<file path="config.mk">
export PLATFORM = sky130hd
export DESIGN_NAME = pd_prl_tx_engine
export DESIGN_NICKNAME = d
export VERILOG_FILES = /design/src/rtl/pd_prl_pkg.sv /design/src/rtl/pd_msgid_bank.sv /design/src/rtl/pd_prl_tx_engine.sv
export SDC_FILE = /design/constraint.sdc
export NUM_CORES = 1
export LEC_CHECK = 0
export CAP_MARGIN = 20
export CORE_MARGIN = 2
export CORE_UTILIZATION = 40
export DETAILED_ROUTE_END_ITERATION = 10
export PLACE_DENSITY_LB_ADDON = 0.1
export RECOVER_POWER = 50
export SLEW_MARGIN = 5
export SYNTH_ARGS = -nofsm -noshare
export SYNTH_HDL_FRONTEND = slang
export SYNTH_SLANG_ARGS = --single-unit
</file>
<file path="constraint.sdc">
create_clock -name CLK -period 1.9 [get_ports CLK]
set_input_delay 0.19 -clock CLK [delete_from_list [all_inputs] [get_ports CLK]]
set_output_delay 0.19 -clock CLK [all_outputs]
set_load 0.05 [all_outputs]
</file>
<file path="src/rtl/pd_prl_pkg.sv">
// Shared types and constants for the USB-PD protocol-layer transmit path.
package pd_prl_pkg;

    typedef enum logic [2:0] {
        ST_IDLE,
        ST_CONSTRUCT,
        ST_SEND,
        ST_WAIT_CRC,
        ST_CHECK_RETRY,
        ST_SUCCESS,
        ST_FAILURE,
        ST_DISCARD
    } prl_state_e;

    localparam logic [2:0] SOP_SOP    = 3'd0;
    localparam logic [2:0] SOP_PRIME  = 3'd1;
    localparam logic [2:0] SOP_DPRIME = 3'd2;

    localparam int MSGID_W = 3;

    localparam logic [11:0] CRC_TIMEOUT_DEF = 12'h111;

    // Bit positions of the transmit alerts inside the TCPC ALERT register.
    localparam int ALERT_TX_FAILED    = 4;
    localparam int ALERT_TX_DISCARDED = 5;
    localparam int ALERT_TX_SUCCESS   = 6;

endpackage

</file>
<file path="src/rtl/pd_msgid_bank.sv">
// One wrapping MessageID counter per SOP* type; clear has priority over increment.
module pd_msgid_bank
    import pd_prl_pkg::*;
#(
    parameter int N_SOP = 3
) (
    input  logic                            CLK,
    input  logic                            reset,
    input  logic                            clr,
    input  logic                            inc,
    input  logic [2:0]                      inc_sel,
    output logic [N_SOP-1:0][MSGID_W-1:0]   cnt
);

    for (genvar g = 0; g < N_SOP; g++) begin : g_cnt
        logic [MSGID_W-1:0] cnt_q;

        always_ff @(posedge CLK or posedge reset) begin
            if (reset)
                cnt_q <= '0;
            else if (clr)
                cnt_q <= '0;
            else if (inc && (inc_sel == 3'(g)))
                cnt_q <= cnt_q + 1'b1;
        end

        assign cnt[g] = cnt_q;
    end

endmodule

</file>
<file path="src/rtl/pd_prl_tx_engine.sv">
// USB-PD protocol-layer transmit engine: streams a frame from the TX buffer to the
// PHY, waits for GoodCRC with retries, and raises success/failed/discarded alerts.
module pd_prl_tx_engine
    import pd_prl_pkg::*;
#(
    parameter int          DATA_W      = 8,
    parameter int          MAX_BYTES   = 30,
    parameter int          N_RETRY     = 3,
    parameter logic [11:0] CRC_TIMEOUT = CRC_TIMEOUT_DEF,
    parameter int          N_SOP       = 3
) (
    input  logic                         CLK,
    input  logic                         reset,
    input  logic                         tx_req,
    input  logic [2:0]                   tx_sop,
    input  logic [7:0]                   tx_byte_count,
    output logic [$clog2(MAX_BYTES)-1:0] buf_addr,
    input  logic [DATA_W-1:0]            buf_data,
    output logic                         phy_valid,
    output logic [DATA_W-1:0]            phy_data,
    output logic                         phy_last,
    input  logic                         phy_ready,
    input  logic                         crc_valid,
    input  logic [2:0]                   crc_msgid,
    input  logic [2:0]                   crc_sop,
    input  logic                         rx_discard,
    input  logic                         hard_reset,
    output logic [MSGID_W-1:0]           msgid,
    output logic                         busy,
    output logic                         alert_success,
    output logic                         alert_failed,
    output logic                         alert_discarded
);

    localparam int AW = $clog2(MAX_BYTES);
    localparam int SW = (N_SOP > 1) ? $clog2(N_SOP) : 1;
    localparam int RW = (N_RETRY > 0) ? $clog2(N_RETRY + 1) : 1;

    prl_state_e     state_q, state_d;
    logic [SW-1:0]  sop_q, sop_d;
    logic [7:0]     cnt_q, cnt_d;
    logic [7:0]     idx_q, idx_d;
    logic [RW-1:0]  retry_q, retry_d;
    logic [11:0]    timer_q, timer_d;
    logic           inv_alert_q, inv_alert_d;

    logic [N_SOP-1:0][MSGID_W-1:0] msgid_all;
    logic [MSGID_W-1:0]            msgid_cur;
    logic                          req_ok, crc_match, xfer, last_byte, discard_ok;

    pd_msgid_bank #(.N_SOP(N_SOP)) u_msgid_bank (
        .CLK     (CLK),
        .reset   (reset),
        .clr     (hard_reset),
        .inc     ((state_q == ST_SUCCESS) || (state_q == ST_FAILURE)),
        .inc_sel (3'(sop_q)),
        .cnt     (msgid_all)
    );

    assign msgid_cur = msgid_all[sop_q];
    assign msgid     = msgid_cur;
    assign busy      = (state_q != ST_IDLE);

    assign req_ok = (tx_sop < 3'(N_SOP)) && (tx_byte_count >= 8'd2) &&
                    (tx_byte_count <= 8'(MAX_BYTES));
    assign crc_match = (state_q == ST_WAIT_CRC) && crc_valid &&
                       (crc_msgid == msgid_cur) && (crc_sop == 3'(sop_q));
    assign discard_ok = (state_q == ST_CONSTRUCT) || (state_q == ST_SEND) ||
                        (state_q == ST_WAIT_CRC) || (state_q == ST_CHECK_RETRY) ||
                        (state_q == ST_DISCARD);

    // Valid is cut combinationally so an aborting message never sees another byte.
    assign phy_valid = (state_q == ST_SEND) && !rx_discard && !hard_reset;
    assign xfer      = phy_valid && phy_ready;
    assign last_byte = (idx_q == cnt_q - 8'd1);
    assign phy_last  = phy_valid && last_byte;

    // Buffer read is registered, so the address leads the byte on the wire by one cycle.
    always_comb begin
        buf_addr = '0;
        if (state_q == ST_SEND)
            buf_addr = AW'(xfer ? idx_q + 8'd1 : idx_q);
    end

    always_comb begin
        phy_data = '0;
        if (phy_valid) begin
            phy_data = buf_data;
            if (idx_q == 8'd1)
                phy_data[3:1] = msgid_cur;
        end
    end

    assign alert_success   = (state_q == ST_SUCCESS) && !hard_reset;
    assign alert_discarded = (state_q == ST_DISCARD) && !hard_reset;
    assign alert_failed    = ((state_q == ST_FAILURE) || inv_alert_q) && !hard_reset;

    always_comb begin
        state_d     = state_q;
        sop_d       = sop_q;
        cnt_d       = cnt_q;
        idx_d       = idx_q;
        retry_d     = retry_q;
        timer_d     = timer_q;
        inv_alert_d = 1'b0;

        case (state_q)
            ST_IDLE: begin
                if (tx_req && req_ok) begin
                    sop_d   = SW'(tx_sop);
                    cnt_d   = tx_byte_count;
                    retry_d = '0;
                    state_d = ST_CONSTRUCT;
                end else if (tx_req) begin
                    inv_alert_d = 1'b1;
                end
            end
            ST_CONSTRUCT: begin
                idx_d   = '0;
                state_d = ST_SEND;
            end
            ST_SEND: begin
                if (xfer) begin
                    idx_d = idx_q + 8'd1;
                    if (last_byte) begin
                        timer_d = '0;
                        state_d = ST_WAIT_CRC;
                    end
                end
            end
            ST_WAIT_CRC: begin
                timer_d = timer_q + 12'd1;
                if (crc_match)
                    state_d = ST_SUCCESS;
                else if (timer_q == CRC_TIMEOUT)
                    state_d = ST_CHECK_RETRY;
            end
            ST_CHECK_RETRY: begin
                if (retry_q == RW'(N_RETRY)) begin
                    state_d = ST_FAILURE;
                end else begin
                    retry_d = retry_q + 1'b1;
                    state_d = ST_CONSTRUCT;
                end
            end
            ST_SUCCESS, ST_FAILURE, ST_DISCARD: state_d = ST_IDLE;
            default: state_d = ST_IDLE;
        endcase

        // A GoodCRC landing together with the abort still completes the message.
        if (rx_discard && discard_ok && !crc_match)
            state_d = ST_DISCARD;

        if (hard_reset) begin
            state_d     = ST_IDLE;
            idx_d       = '0;
            retry_d     = '0;
            timer_d     = '0;
            inv_alert_d = 1'b0;
        end
    end

    always_ff @(posedge CLK or posedge reset) begin
        if (reset) begin
            state_q     <= ST_IDLE;
            sop_q       <= '0;
            cnt_q       <= '0;
            idx_q       <= '0;
            retry_q     <= '0;
            timer_q     <= '0;
            inv_alert_q <= 1'b0;
        end else begin
            state_q     <= state_d;
            sop_q       <= sop_d;
            cnt_q       <= cnt_d;
            idx_q       <= idx_d;
            retry_q     <= retry_d;
            timer_q     <= timer_d;
            inv_alert_q <= inv_alert_d;
        end
    end

endmodule

</file>
Word-level counts from Yosys, hierarchy flattened. Cells that the tools add are included.

Flip-flop bits (word level): 45. Input bits: 32. Output and inout port bits: 22. Logic and storage cells: 122.

$add $sub $neg: 7. Magnitude comparators: 4. Eq/ne operators: 23. Mux-type cells: 35. Reduce and logical (&&, ||, !) cells: 42.

Operator list (number): 2-to-1 mux 3 bit (16); 2-to-1 mux 12 bit (3); 2-to-1 mux 8 bit (3); case mux 12 bit (2 select lines) (1); logical AND 1 bit (18); case mux 3 bit (6 select lines) (1); case mux 8 bit (2 select lines) (1); adder 12 x 1 -> 12 bit, second input constant (1); == test 12 x 9 -> 1 bit, second input constant (1); == test 3 bit, second input constant (4); != test 3 bit, second input constant (4); nonzero test 3 bit (4); adder 3 x 1 -> 3 bit, second input constant (3); adder 8 x 1 -> 8 bit, second input constant (1); == test 8 x 1 -> 1 bit, second input constant (1); == test 8 bit (1); greater-or-equal comparator 8 x 2 -> 1 bit, second input constant (1); <= comparator 8 x 5 -> 1 bit, second input constant (1); != test 4 x 3 -> 1 bit, second input constant (2); subtractor 8 x 1 -> 8 bit, second input constant (1); binary-select mux 3 bit (select 2 bit) (1); == test 3 x 2 -> 1 bit, second input constant (2); logical NOT 3 bit (2); logical OR 1 bit (6); other kinds (20) (32).

Depth between registers and ports, before layout.
Depth in word-level cells: 9. Mapped depth: 9. Depth with buffers taken out: 8.

By module. From an unflattened synthesis, not the netlist that was laid out.

Cells, all modules: 358. Area total of the unflattened synthesis: 3170.5 um^2.

Modules (own cells, without submodules): pd_prl_tx_engine (instances 1, cells an instance 317, area each 2701.3 um^2, sequential area each 900.9 um^2); pd_msgid_bank (instances 1, cells an instance 41, area each 469.2 um^2, sequential area each 225.2 um^2).

Worst setup path before layout. No wires, ideal clock.

Path kind: reg2out. Start point: reg sop_q[1]. End point: out phy_data[2]. Arrival time: 2.683 ns. Data required time: 1.710 ns. Setup slack: -0.973 ns. Cell stages (with the launch flop): 5. Buffers on the path: 1. Path through: dfrtp_1 clkbuf_1 o21ai_0 mux2i_1 nor2_1.

Word-level cells in the longest chain between the ends: 4.

RTL lines: start, declared (RTL line pd_prl_tx_engine.sv:40) `logic [SW-1:0] sop_q, sop_d;`; start signal, assigned (RTL line pd_prl_tx_engine.sv:174) `sop_q <= sop_d;`; binary-select mux 3 bit (select 2 bit) (RTL line pd_prl_tx_engine.sv:60) `assign msgid_cur = msgid_all[sop_q];`; 2-to-1 mux 3 bit (not written as such) (RTL line pd_prl_tx_engine.sv:60); net msgid[1] (RTL line pd_prl_tx_engine.sv:28) `output logic [MSGID_W-1:0] msgid,`; 2-to-1 mux 3 bit (RTL line pd_prl_tx_engine.sv:89) `if (idx_q == 8'd1)`; 2-to-1 mux 8 bit (RTL line pd_prl_tx_engine.sv:87) `if (phy_valid) begin`; end, declared (RTL line pd_prl_tx_engine.sv:20) `output logic [DATA_W-1:0] phy_data,`.

The timed path passes the listed nets, and every way through them passes these cells. The select of a mux whose other input is x is not followed.

Final worst setup path.
Start point: reg cnt_q[3]. End point: out phy_last.

Word-level cells in the longest chain between the ends: 3.

RTL lines: start, declared (RTL line pd_prl_tx_engine.sv:41) `logic [7:0] cnt_q, cnt_d;`; start signal, assigned (RTL line pd_prl_tx_engine.sv:175) `cnt_q <= cnt_d;`; subtractor 8 x 1 -> 8 bit (RTL line pd_prl_tx_engine.sv:75) `assign last_byte = (idx_q == cnt_q - 8'd1);`; == test 8 bit (RTL line pd_prl_tx_engine.sv:75); logical AND 1 bit (RTL line pd_prl_tx_engine.sv:76) `assign phy_last = phy_valid && last_byte;`; end, declared (RTL line pd_prl_tx_engine.sv:21) `output logic phy_last,`.

Every way passes these cells.

==> results.sh <==
export IMPL_drv_slew=0
export IMPL_synth_avg_cell_area_um2=8.92
export IMPL_gr_usage_all_layers_pct=20.4
export IMPL_drive_gt1_share_pct=35.4
export IMPL_crit_path_start="cnt_q[3]"
export IMPL_cts_sinks=45
export IMPL_ioPinCount=54
export IMPL_min_period_over_period_pct=119
export IMPL_grt_pass1_wl_um=12600
export IMPL_startpoint_type="flip-flop"
export IMPL_grt_max_degree=46
export IMPL_drtIter0Drc=149
export IMPL_num_rows=31
export IMPL_setup_slack_ns=-0.357
export IMPL_path_buf_inv=2
export IMPL_htree_levels=2
export IMPL_syn_inst=328
export IMPL_ys_warn_count=0
export IMPL_synthToLayoutAreaGrowth_pct=59.5
export IMPL_cts_buffers=5
export IMPL_whs_ns=0.455
export IMPL_layout_common_cells="buf_4, dfrtp_1, nor2_1, clkdlybuf4s50_1, nand2_1"
export IMPL_leakage_nw=1.98
export IMPL_path_delay_family="simple AND/OR/NAND/NOR gates"
export IMPL_hpwl_um=5710
export IMPL_viasPerCell=5.19
export IMPL_overflow=0
export IMPL_synth_flop_cell="dfrtp_1"
export IMPL_async_reset_ff_share_pct=100
export IMPL_syn_nets=369
export IMPL_final_common_cell="buf_4"
export IMPL_numPortBuffers=53
export IMPL_clockRootBuffer="clkbuf_8"
export IMPL_worstSetupPathType="flip-flop to output pin"
export IMPL_syn_area_um2=2930
export IMPL_grt_pass1_vias=2661
export IMPL_clk_latency_ns=0.31
export IMPL_cts_tree="done"
export IMPL_fp_dieH_um=89.5
export IMPL_power_density_nw_per_um2=930
export IMPL_seq_area_frac_synth_pct=38.5
export IMPL_worstPathRequired_ns=1.71
export IMPL_vias=2800
export IMPL_tightest_slew_ns=1.17
export IMPL_ir_worst_vdd_mv=0.679
export IMPL_p_total_mw=4.34
export IMPL_synth_cell_type_count=51
export IMPL_critPathSlowestCell="dfrtp_1"
export IMPL_cp_data_arrival_time_ns=2.07
export IMPL_clock_skew_ns=0.00772
export IMPL_ys_ff_latch=45
export IMPL_nets=481
export IMPL_dr_pass1_iters=4
export IMPL_timing_rr_start="cnt_q[3]"
export IMPL_hold_viol=0
export IMPL_final_area_um2=4670
export IMPL_max_stage_delay_ns=0.43
export IMPL_violations="negative setup slack"
export IMPL_path_clk_slew_ns=0.09
export IMPL_route_detailed_drc=0
export IMPL_dieArea_um2=8010
export IMPL_postRouteAntennaNets=0
export IMPL_clock_fmax_ghz=0.443
export IMPL_antenna_found_initial=0
export IMPL_post_route_util_pct=65.0
export IMPL_cp_cell_sequence="nor4_4 > nand2_1 > xnor2_1 > a211o_1 > buf_6 > nor3_4 > buf_12"
export IMPL_initial_core_util_pct=40.8
export IMPL_place_congestion=0.827
export IMPL_holdBufCountCts=0
export IMPL_drv_cap=0
export IMPL_hp_start="tx_req"
export IMPL_relSlewSlack_pct=22.0
export IMPL_rsz0062_at_grt="yes"
export IMPL_synth_edff_count=0
export IMPL_dp_worst_setup_slack_ns=-0.170
export IMPL_routedWlPerCell_um=14.8
export IMPL_antennaDiodeCount=0
export IMPL_place_area_um2=4240
export IMPL_coreArea_um2=7180
export IMPL_final_min_clock_period_ns=2.26
export IMPL_hold_path_class="input pin to flip-flop"
export IMPL_chipWidth_um=89.5
export IMPL_clockBufferDepth=2
export IMPL_status="finished, violations left"
export IMPL_totalWireLength_um=8010
export IMPL_cp_max_fo=2
export IMPL_end_kind="output pin"
export IMPL_setup_viol=24
flip-flops by register name, indices dropped and copies added (netlist names):
| name | count |
|---|---|
| inv_alert_q | 1 |
| cnt_q | 8 |
| retry_q | 2 |
| sop_q | 2 |
| state_q | 3 |
| idx_q | 8 |
| u_msgid_bank.g_cnt.cnt_q | 9 |
| timer_q | 12 |
final cells by class:
class                           instances  area, um2
Clock buffer                            6       72.6
Multi-Input combinational cell        260       1960
Timing Repair Buffer                  117       1290
Clock inverter                          2       35.0
Fill cell                             620       2510
Tap cell                               99        124
Sequential cell                        45       1130
Inverter                               11       48.8
where the power goes:
part           internal [mW]  leakage, nW  switching [mW]
Clock                  0.391       0.0552           0.348
Combinational           1.22         1.32            1.16
Sequential              1.08        0.608           0.146
Total                   2.69         1.98            1.65
layer usage:
layer / track usage (%) / wire length (um) / vias to the layer above
li1: - / - / 1389
met1: 29.3 / 3740 / 1311
met2: 31.8 / 3690 / 93
met3: 4.06 / 499 / 7
met4: 4.88 / 78 / 0
met5: 0 / 0 / -
repair_timing:
item / CTS / global route
resized for setup: 34 / 23
setup buffers: 10 / 8
setup endpoints to repair: 22 / 31
pin swaps: 11 / 17
worst register-to-register path, cell delays in order, from the launching register on:
cell and delay, ns:
dfrtp_1 0.43, nor4_4 0.30, nand2_1 0.10, xnor2_1 0.14, a211o_1 0.32, buf_4 0.15
buf_6 0.11, o31ai_4 0.27, buf_6 0.17, o22ai_1 0.07
synth_stat cells, types with 8 or more instances:
cell     count  share of area, %
nand2_1     31               4.0
mux2i_1     10               3.4
xnor2_1     16               4.8
o21ai_0     17               2.9
dfrtp_1     45                38
a21oi_1     15               2.6
nor2_1      42               5.4
nand3_1     11               1.9
xor2_1      13               3.9
nor3_1       9               1.5
and3_1      10               2.1
ha_1         9               3.8
nor4_1       8               1.7
inv_1       11               1.4
metrics by stage:
step                      instances  TNS [ns]
after global routing            540     -7.20
after floorplan                 328    -0.867
after global placement          517     -2.19
final                           540     -4.64
after detailed placement        517     -2.76
after CTS                       534     -2.17
path summary, 6_finish.rpt:
path,end,slack (ns),cells after the start
max in group asynchronous,idx_q[2],0.41,3
max reg2reg,timer_q[1],-0.27,9
max,phy_last,-0.36,7
min in group asynchronous,timer_q[8],0.70,3
min reg2reg,cnt_q[7],0.53,1
min,inv_alert_q,0.46,3
kinds of logic after synthesis:
family | Yosys count | share of synthesized area [%]
buffers and inverters | 23 | 3.72
DFF | 45 | 38.5
adders and majority gates | 9 | 3.85
and+or+nand+nor | 144 | 25.7
muxes | 17 | 6.12
xor gates and xnor gates | 29 | 8.68
AOI/OAI and AO/OA | 61 | 13.5
Note: power is estimated with default switching activity, not from simulation.
